--- src/rtl/csr_hpm_bank_pkg.sv ---
// Shared types, CSR addresses and helpers for the machine counter / HPM CSR bank.
package csr_hpm_bank_pkg;

    typedef enum logic [1:0] {
        CSR_WRITE = 2'd0,
        CSR_SET   = 2'd1,
        CSR_CLEAR = 2'd2
    } csrOperation_e;

    localparam logic [11:0] MCYCLE        = 12'hB00;
    localparam logic [11:0] MINSTRET      = 12'hB02;
    localparam logic [11:0] MHPMCOUNTER3  = 12'hB03;
    localparam logic [11:0] MCYCLEH       = 12'hB80;
    localparam logic [11:0] MINSTRETH     = 12'hB82;
    localparam logic [11:0] MHPMCOUNTER3H = 12'hB83;
    localparam logic [11:0] MCOUNTINHIBIT = 12'h320;
    localparam logic [11:0] MHPMEVENT3    = 12'h323;
    localparam logic [11:0] CYCLE         = 12'hC00;
    localparam logic [11:0] CYCLEH        = 12'hC80;
    localparam logic [11:0] INSTRET       = 12'hC02;
    localparam logic [11:0] INSTRETH      = 12'hC82;
    localparam logic [11:0] HPMCOUNTER3   = 12'hC03;
    localparam logic [11:0] HPMCOUNTER3H  = 12'hC83;

    // CY, IR and one bit per implemented HPM counter; TM (bit 1) is never implemented.
    function automatic logic [31:0] inhibit_mask(input int num_hpm);
        logic [31:0] m;
        m = 32'h0000_0005;
        for (int i = 3; i < 32; i++) begin
            if (i < num_hpm + 3) begin
                m[i] = 1'b1;
            end
        end
        return m;
    endfunction

    function automatic logic [31:0] apply_op(input csrOperation_e op,
                                             input logic [31:0]   cur,
                                             input logic [31:0]   operand);
        logic [31:0] res;
        case (op)
            CSR_WRITE: res = operand;
            CSR_SET:   res = cur | operand;
            CSR_CLEAR: res = cur & ~operand;
            default:   res = cur;
        endcase
        return res;
    endfunction

endpackage

--- src/rtl/csr_hpm_bank_hpm_counter.sv ---
// One counter of the bank: split 32-bit half writes, +1 increment, one-cycle wrap pulse.
module hpm_counter #(
    parameter int WIDTH = 64
) (
    input  logic             clk,
    input  logic             reset,
    input  logic             inc_i,
    input  logic             wr_lo_i,
    input  logic             wr_hi_i,
    input  logic [31:0]      data_i,
    output logic [WIDTH-1:0] value_o,
    output logic             overflow_o
);

    logic [WIDTH-1:0] r_value;
    logic             r_overflow;

    // A CSR write to either half takes priority over that cycle's increment.
    always_ff @(posedge clk or negedge reset) begin
        if (!reset) begin
            r_value    <= '0;
            r_overflow <= 1'b0;
        end else begin
            r_overflow <= 1'b0;
            if (wr_lo_i) begin
                r_value[31:0] <= data_i;
            end else if (wr_hi_i) begin
                r_value[WIDTH-1:32] <= data_i[WIDTH-33:0];
            end else if (inc_i) begin
                r_value    <= r_value + WIDTH'(1);
                r_overflow <= &r_value;
            end
        end
    end

    assign value_o    = r_value;
    assign overflow_o = r_overflow;

endmodule

--- src/rtl/csr_hpm_bank.sv ---
// Machine counter / performance-monitor CSR bank: mcycle, minstret, mhpmcounterN,
// mhpmeventN and mcountinhibit, with address decode and a zero-latency read mux.
module csr_hpm_bank
    import csr_hpm_bank_pkg::*;
#(
    parameter int NUM_HPM       = 4,
    parameter int NUM_EVENTS    = 8,
    parameter int COUNTER_WIDTH = 64
) (
    input  logic                  clk,
    input  logic                  reset,
    input  logic                  read_enable_i,
    input  logic                  write_enable_i,
    input  csrOperation_e         operation_i,
    input  logic [11:0]           address_i,
    input  logic [31:0]           data_i,
    input  logic                  killed,
    input  logic                  instret_i,
    input  logic [NUM_EVENTS-1:0] event_i,
    output logic [31:0]           out_o,
    output logic                  hit_o,
    output logic [NUM_HPM+2:0]    overflow_o
);

    localparam int          NC       = NUM_HPM + 3;
    localparam int          EW       = $clog2(NUM_EVENTS + 1);
    localparam logic [31:0] INH_MASK = inhibit_mask(NUM_HPM);
    localparam logic [EW-1:0] MAX_EVT = EW'(NUM_EVENTS);

    localparam logic [6:0] WIN_MLO = MCYCLE[11:5];
    localparam logic [6:0] WIN_MHI = MCYCLEH[11:5];
    localparam logic [6:0] WIN_ULO = CYCLE[11:5];
    localparam logic [6:0] WIN_UHI = CYCLEH[11:5];
    localparam logic [6:0] WIN_EVT = MCOUNTINHIBIT[11:5];

    logic [4:0]          w_idx;
    logic                w_idx_hpm;
    logic                w_idx_ctr;
    logic                w_is_mlo;
    logic                w_is_mhi;
    logic                w_hit_lo;
    logic                w_hit_hi;
    logic                w_hit_evt;
    logic                w_hit_inh;
    logic                w_writable;
    logic                w_wr;
    logic [31:0]         w_cnt_lo;
    logic [31:0]         w_cnt_hi;
    logic [EW-1:0]       w_evt_cur;
    logic [31:0]         w_cur;
    logic [31:0]         w_wdata;
    logic [EW-1:0]       w_evt_new;
    logic [NC-1:0]       w_inc;
    logic [NC-1:0]       w_wr_lo;
    logic [NC-1:0]       w_wr_hi;
    logic [NC-1:0]       w_ovf;
    logic                w_unused;
    logic [COUNTER_WIDTH-1:0] w_count [NC];

    logic [31:0]   r_inhibit;
    logic [EW-1:0] r_event [NC];

    // Counters live at index N of a 32-entry window; the low five address bits pick N.
    assign w_idx      = address_i[4:0];
    assign w_idx_hpm  = (w_idx >= 5'd3) && ({27'd0, w_idx} < 32'(NC));
    assign w_idx_ctr  = (w_idx == 5'd0) || (w_idx == 5'd2) || w_idx_hpm;
    assign w_is_mlo   = (address_i[11:5] == WIN_MLO);
    assign w_is_mhi   = (address_i[11:5] == WIN_MHI);
    assign w_hit_lo   = (w_is_mlo || (address_i[11:5] == WIN_ULO)) && w_idx_ctr;
    assign w_hit_hi   = (w_is_mhi || (address_i[11:5] == WIN_UHI)) && w_idx_ctr;
    assign w_hit_evt  = (address_i[11:5] == WIN_EVT) && w_idx_hpm;
    assign w_hit_inh  = (address_i == MCOUNTINHIBIT);
    assign hit_o      = w_hit_lo || w_hit_hi || w_hit_evt || w_hit_inh;
    assign w_writable = ((w_is_mlo || w_is_mhi) && w_idx_ctr) || w_hit_evt || w_hit_inh;
    assign w_wr       = write_enable_i && !killed && w_writable;

    always_comb begin
        w_cnt_lo  = '0;
        w_cnt_hi  = '0;
        w_evt_cur = '0;
        for (int i = 0; i < NC; i++) begin
            if (w_idx == 5'(i)) begin
                w_cnt_lo  = w_count[i][31:0];
                w_cnt_hi  = 32'(w_count[i][COUNTER_WIDTH-1:32]);
                w_evt_cur = r_event[i];
            end
        end
    end

    always_comb begin
        w_cur = '0;
        if (w_hit_lo) begin
            w_cur = w_cnt_lo;
        end else if (w_hit_hi) begin
            w_cur = w_cnt_hi;
        end else if (w_hit_evt) begin
            w_cur = 32'(w_evt_cur);
        end else if (w_hit_inh) begin
            w_cur = r_inhibit;
        end
    end

    assign out_o   = (read_enable_i && !killed && hit_o) ? w_cur : 32'd0;
    assign w_wdata = apply_op(operation_i, w_cur, data_i);

    // Event selectors out of range read back as "off".
    assign w_evt_new = (w_wdata[EW-1:0] > MAX_EVT) ? '0 : w_wdata[EW-1:0];

    always_ff @(posedge clk or negedge reset) begin
        if (!reset) begin
            r_inhibit <= '0;
            for (int i = 0; i < NC; i++) begin
                r_event[i] <= '0;
            end
        end else begin
            if (w_wr && w_hit_inh) begin
                r_inhibit <= w_wdata & INH_MASK;
            end
            for (int i = 3; i < NC; i++) begin
                if (w_wr && w_hit_evt && (w_idx == 5'(i))) begin
                    r_event[i] <= w_evt_new;
                end
            end
        end
    end

    // Increments use the inhibit/selector values registered before this cycle's write.
    always_comb begin
        w_inc   = '0;
        w_wr_lo = '0;
        w_wr_hi = '0;
        for (int i = 0; i < NC; i++) begin
            if (i != 1) begin
                w_wr_lo[i] = w_wr && w_is_mlo && w_idx_ctr && (w_idx == 5'(i));
                w_wr_hi[i] = w_wr && w_is_mhi && w_idx_ctr && (w_idx == 5'(i));
            end
        end
        w_inc[0] = !r_inhibit[0];
        w_inc[2] = instret_i && !r_inhibit[2];
        for (int i = 3; i < NC; i++) begin
            for (int k = 0; k < NUM_EVENTS; k++) begin
                if ((r_event[i] == EW'(k + 1)) && event_i[k]) begin
                    w_inc[i] = !r_inhibit[i];
                end
            end
        end
    end

    assign w_unused = w_inc[1] | w_wr_lo[1] | w_wr_hi[1];

    genvar g;
    for (g = 0; g < NC; g++) begin : g_ctr
        if (g == 1) begin : g_hole
            assign w_count[g] = '0;
            assign w_ovf[g]   = 1'b0;
        end else begin : g_impl
            hpm_counter #(
                .WIDTH (COUNTER_WIDTH)
            ) u_counter (
                .clk        (clk),
                .reset      (reset),
                .inc_i      (w_inc[g]),
                .wr_lo_i    (w_wr_lo[g]),
                .wr_hi_i    (w_wr_hi[g]),
                .data_i     (w_wdata),
                .value_o    (w_count[g]),
                .overflow_o (w_ovf[g])
            );
        end
    end

    assign overflow_o = w_ovf;

endmodule
--- config.mk ---
export PLATFORM = sky130hd
export DESIGN_NAME = csr_hpm_bank
export DESIGN_NICKNAME = d
export VERILOG_FILES = /design/src/rtl/csr_hpm_bank_pkg.sv /design/src/rtl/csr_hpm_bank_hpm_counter.sv /design/src/rtl/csr_hpm_bank.sv
export SDC_FILE = /design/constraint.sdc
export NUM_CORES = 2
export LEC_CHECK = 0
export BUFFER_PORTS_ARGS = -buffer_cell sky130_fd_sc_hd__buf_2
export CAP_MARGIN = 10
export CORE_ASPECT_RATIO = 1.5
export CORE_UTILIZATION = 40
export CTS_CLUSTER_DIAMETER = 120
export DETAILED_ROUTE_END_ITERATION = 6
export PLACE_DENSITY = 0.56
export SETUP_SLACK_MARGIN = 0.4
export SYNTH_ARGS = -nofsm -noshare
export SYNTH_HDL_FRONTEND = slang
export SYNTH_SLANG_ARGS = --single-unit
--- constraint.sdc ---
create_clock -name clk -period 3.37 [get_ports clk]
set_input_delay 0.1685 -clock clk [delete_from_list [all_inputs] [get_ports clk]]
set_output_delay 0.1685 -clock clk [all_outputs]
set_load 0.03 [all_outputs]
==> impl_summary.txt <==
----------------------------------------------------
[Finish]
  Count of nets after finishing ... 4057
  Total area of multi-input combinational cells ... 0.0189 mm²
  Commonest non-fill, non-tap cells in the layout ... sky130_fd_sc_hd__dfrtp_1, sky130_fd_sc_hd__buf_4, sky130_fd_sc_hd__nand2_1
  Final standard cell count with taps included and fillers excluded ... 5026
  Sequential cell area ... 0.0103 mm²
  Layout fillers ... 7377
  Most common cell after layout, fill and taps aside ... sky130_fd_sc_hd__dfrtp_1
  Area added between synthesis and finish ... 21.4%
  Fraction of layout cells with a size suffix above 1 ... 19.2%

[Global routing]
  First-pass GRT wire length ... 256000 µm
  Total congestion overflow after global routing ... 0
  Total routing usage reported by global routing ... 47.9%
  Antenna violations before repair ... 23
  Maximum number of pins on one net before global-route repair ... 88
  Number of global-route vias before repair ... 33700

[Flow run]
  Max cap viols ... 0

[Routing]
  Detail Route Antenna Nets ... 0
  Wirelength, routed ... 183000 µm
  WL/cell ... 36.4 µm
  Drt first-iter violations ... 4637
  Via count ... 35400
  Remaining DRCs ... 19
  First drt pass iteration count ... 7
  Detail-routed via count per cell ... 7.04

[Synth]
  Cell count after synthesis ... 3719
  Sequential share of the synthesized area ... 34.3%
  Mean instance size in the synthesized netlist ... 8.09 µm²
  Netlist area before placement ... 0.0301 mm²
  Most instantiated flip-flop cell in the synthesis netlist ... sky130_fd_sc_hd__dfrtp_1
  Distinct cell type count after synthesis ... 90
  Largest area contributor in the netlist ... sky130_fd_sc_hd__dfrtp_1
  Async set-reset flop share out of synthesis ... 100%
  Net Count, Synth ... 3785
  Ys Warns ... 12
  Number of enable-type register cells in the synthesized netlist ... 0
  Cell types with the largest area share after synthesis ... sky130_fd_sc_hd__dfrtp_1, sky130_fd_sc_hd__mux2i_1, sky130_fd_sc_hd__a21oi_1
  Number of synthesized register bits ... 412
  Share of the synthesized area in the top cell type ... 34.3%

[Setup path]
  Crit-path max cell delay ... 1000 ps
  Critical path startpoint category ... flip-flop
  CP Class ... flip-flop to output pin
  Data arrival at the endpoint of the critical path ... 2940 ps
  Critical path, cell by cell ... a21o_1 > a222oi_1 > a211o_1 > a21oi_2 > buf_6
  Worst reg-to-reg setup slack ... 430 ps
  Count of buffer and inverter cells on the critical path ... 1
  Required time at the endpoint of the critical path ... 3200 ps
  Slowest stage cell on the critical path ... sky130_fd_sc_hd__a222oi_1
  Family with the most delay on the worst path ... compound AO/OA/AOI/OAI gates
  Largest fanout on the critical path ... 3
  Crit. End Element ... output pin

[Placement]
  Placed wire-length estimate ... 141000 µm
  Number of instances in the placed design ... 4927
  Placer congestion estimate ... 1.27
  Port buffer count ... 98

[Timing]
  Tmin final ... 3110 ps
  Clock skew ... 30.0 ps
  Finish-stage setup viols ... 0
  Fin. max-slew vios ... 0
  Timing-limited maximum frequency ... 0.322 GHz
  Ratio of final minimum period to clock period ... 92.2%
  Relative slew slack ... 16.8%
  RSZ-0062 raised after global routing ... true
  Final hold vios ... 0
  Actual slew at the worst max-slew pin ... 1250 ps

[Power and ir drop]
  Peak VDD IR ... 418 µV
  Total power consumption of the routed design ... 12100 µW
  Power density normalized to cell area ... 331 mW/mm²
  Static leakage power ... 0.0149 µW

[Floorplan]
  Count of pins on the block boundary ... 100
  Die W ... 226 µm
  Die outline area ... 0.0763 mm²
  Die Height ... 338 µm
  Std-Cell Rows ... 122
  Placeable core region ... 0.0740 mm²
  Effective utilization at floorplan ... 40.6%

[Clocking]
  Source-to-sink clock delay at the later pin of the worst-skew pair ... 640 ps
  Number of clock sinks ... 412
  Max H-tree Level ... 2
  Buffer cell driving the clock tree root ... sky130_fd_sc_hd__clkbuf_16
  Clock buffers created by TritonCTS ... 47
  Clock tree from TritonCTS ... yes
  Clock slew at the register clock pins of the worst setup and hold paths ... 60 ps
  Buffer depth of the longest clock path ... 3

[Worst hold path]
  HP Class ... input port to flip-flop

[Run status]
  Violations in the final reports ... design-rule violations
  Result of the run ... finished with violations

----------------------------------------------------
cell type report:
type	count	share of cell area, %
repair buffers	512	11.8
clock inverters	8	0.281
clock buffers	70	3.76
flip-flops and latches	412	28.3
diodes	14	0.0960
well taps	992	3.40
inverters	61	0.627
multi-input cells	2957	51.8
sequential cells by signal, summed over array words and instances (netlist names):
name and cells:
g_ctr.g_impl.u_counter.value_o 384, r_event 16, g_ctr.g_impl.u_counter.overflow_o 6, r_inhibit 6
worst register-to-register path, stage by stage (launching register included):
cell and delay (ps):
sky130_fd_sc_hd__dfrtp_2 480, sky130_fd_sc_hd__mux2i_1 150, sky130_fd_sc_hd__mux4_2 510, sky130_fd_sc_hd__o21ai_0 220
sky130_fd_sc_hd__buf_4 240, sky130_fd_sc_hd__a21oi_1 200, sky130_fd_sc_hd__nor2_1 650, sky130_fd_sc_hd__o211a_1 260
sky130_fd_sc_hd__o22ai_1 70
timing repair:
| action | 4_1_cts | 5_1_grt |
|---|---|---|
| hold endpoints to repair | 79 | 0 |
| endpoints found under the setup margin | 42 | 109 |
| setup buffers | 0 | 4 |
| gates resized for setup | 21 | 72 |
| hold buffers | 2 | 0 |
| pin swaps | 1 | 8 |
path summary, 6_finish.rpt:
check / from / end / depth (start not counted)
worst max-delay path: g_ctr[3].g_impl.u_counter.value_o[28] / out_o[28] / 5
worst min-delay path: data_i[11] / g_ctr[6].g_impl.u_counter.value_o[11] / 4
worst max register to register: r_event[8] / g_ctr[4].g_impl.u_counter.value_o[59] / 8
worst min register to register: g_ctr[4].g_impl.u_counter.value_o[44] / g_ctr[4].g_impl.u_counter.value_o[44] / 1
max in group asynchronous: reset / g_ctr[6].g_impl.u_counter.value_o[15] / 3
min in group asynchronous: reset / g_ctr[2].g_impl.u_counter.value_o[6] / 2
cells by family after synthesis:
group | after synthesis | synth area share (%)
simple gates | 1542 | 26.5
flops | 412 | 34.3
other cells | 1 | 0.0125
buf+inv | 350 | 4.73
xor+xnor | 193 | 5.62
fa+ha+maj | 6 | 0.250
mux | 151 | 5.25
compound gates | 1064 | 23.4
cell usage after synthesis, drive strengths merged, types with 13 or more instances:
| library cell | count |
|---|---|
| nor4 | 55 |
| or3 | 37 |
| and4 | 25 |
| and3 | 118 |
| nand2b | 20 |
| or4 | 29 |
| nand3b | 19 |
| nand2 | 329 |
| nand3 | 227 |
| dfrtp | 412 |
| nor2 | 287 |
| a31oi | 53 |
| or2 | 19 |
| o31ai | 28 |
| nor2b | 22 |
| mux2 | 15 |
| a2bb2oi | 15 |
| clkbuf | 205 |
| a21o | 15 |
| a311oi | 13 |
| inv | 61 |
| o21ai | 253 |
| o221ai | 35 |
| mux2i | 132 |
| nor3 | 117 |
| and2 | 40 |
| a22oi | 26 |
| a221oi | 34 |
| a21oi | 263 |
| a211o | 18 |
| buf | 84 |
| o21a | 18 |
| o211ai | 65 |
| xor2 | 119 |
| o22ai | 28 |
| a211oi | 37 |
| nand4 | 145 |
| xnor2 | 74 |
report_power, final:
part / switching, µW / internal [µW]
clock: 2360 / 2880
combinational: 1040 / 497
sequential: 243 / 5050
total: 3640 / 8430
routing by layer:
| metal | up-vias | routed length [µm] | global-route usage, % |
|---|---|---|---|
| met1 | 17400 | 62400 | 53.3 |
| met3 | 880 | 20300 | 14.4 |
| met5 | - | 264 | 1.68 |
| li1 | 14600 | - | - |
| met4 | 14 | 21200 | 45.4 |
| met2 | 2543 | 79000 | 72.6 |
metrics by stage:
step / worst slack, ps / cell area [µm²] / TNS [ps] / hold WS, ps / utilization, %
floorplan: 375 / 30100 / 0 / -127 / -
global placement: -221 / 34600 / -3370 / 285 / 46.7
detailed placement: -274 / 34600 / -4320 / 285 / 46.7
CTS: 366 / 36200 / 0 / 45.4 / 48.8
global route: 285 / 36500 / 0 / 61.1 / 49.3
finish: 263 / 36500 / 0 / 54.4 / 49.3
Note: power is estimated with default switching activity, not from simulation.
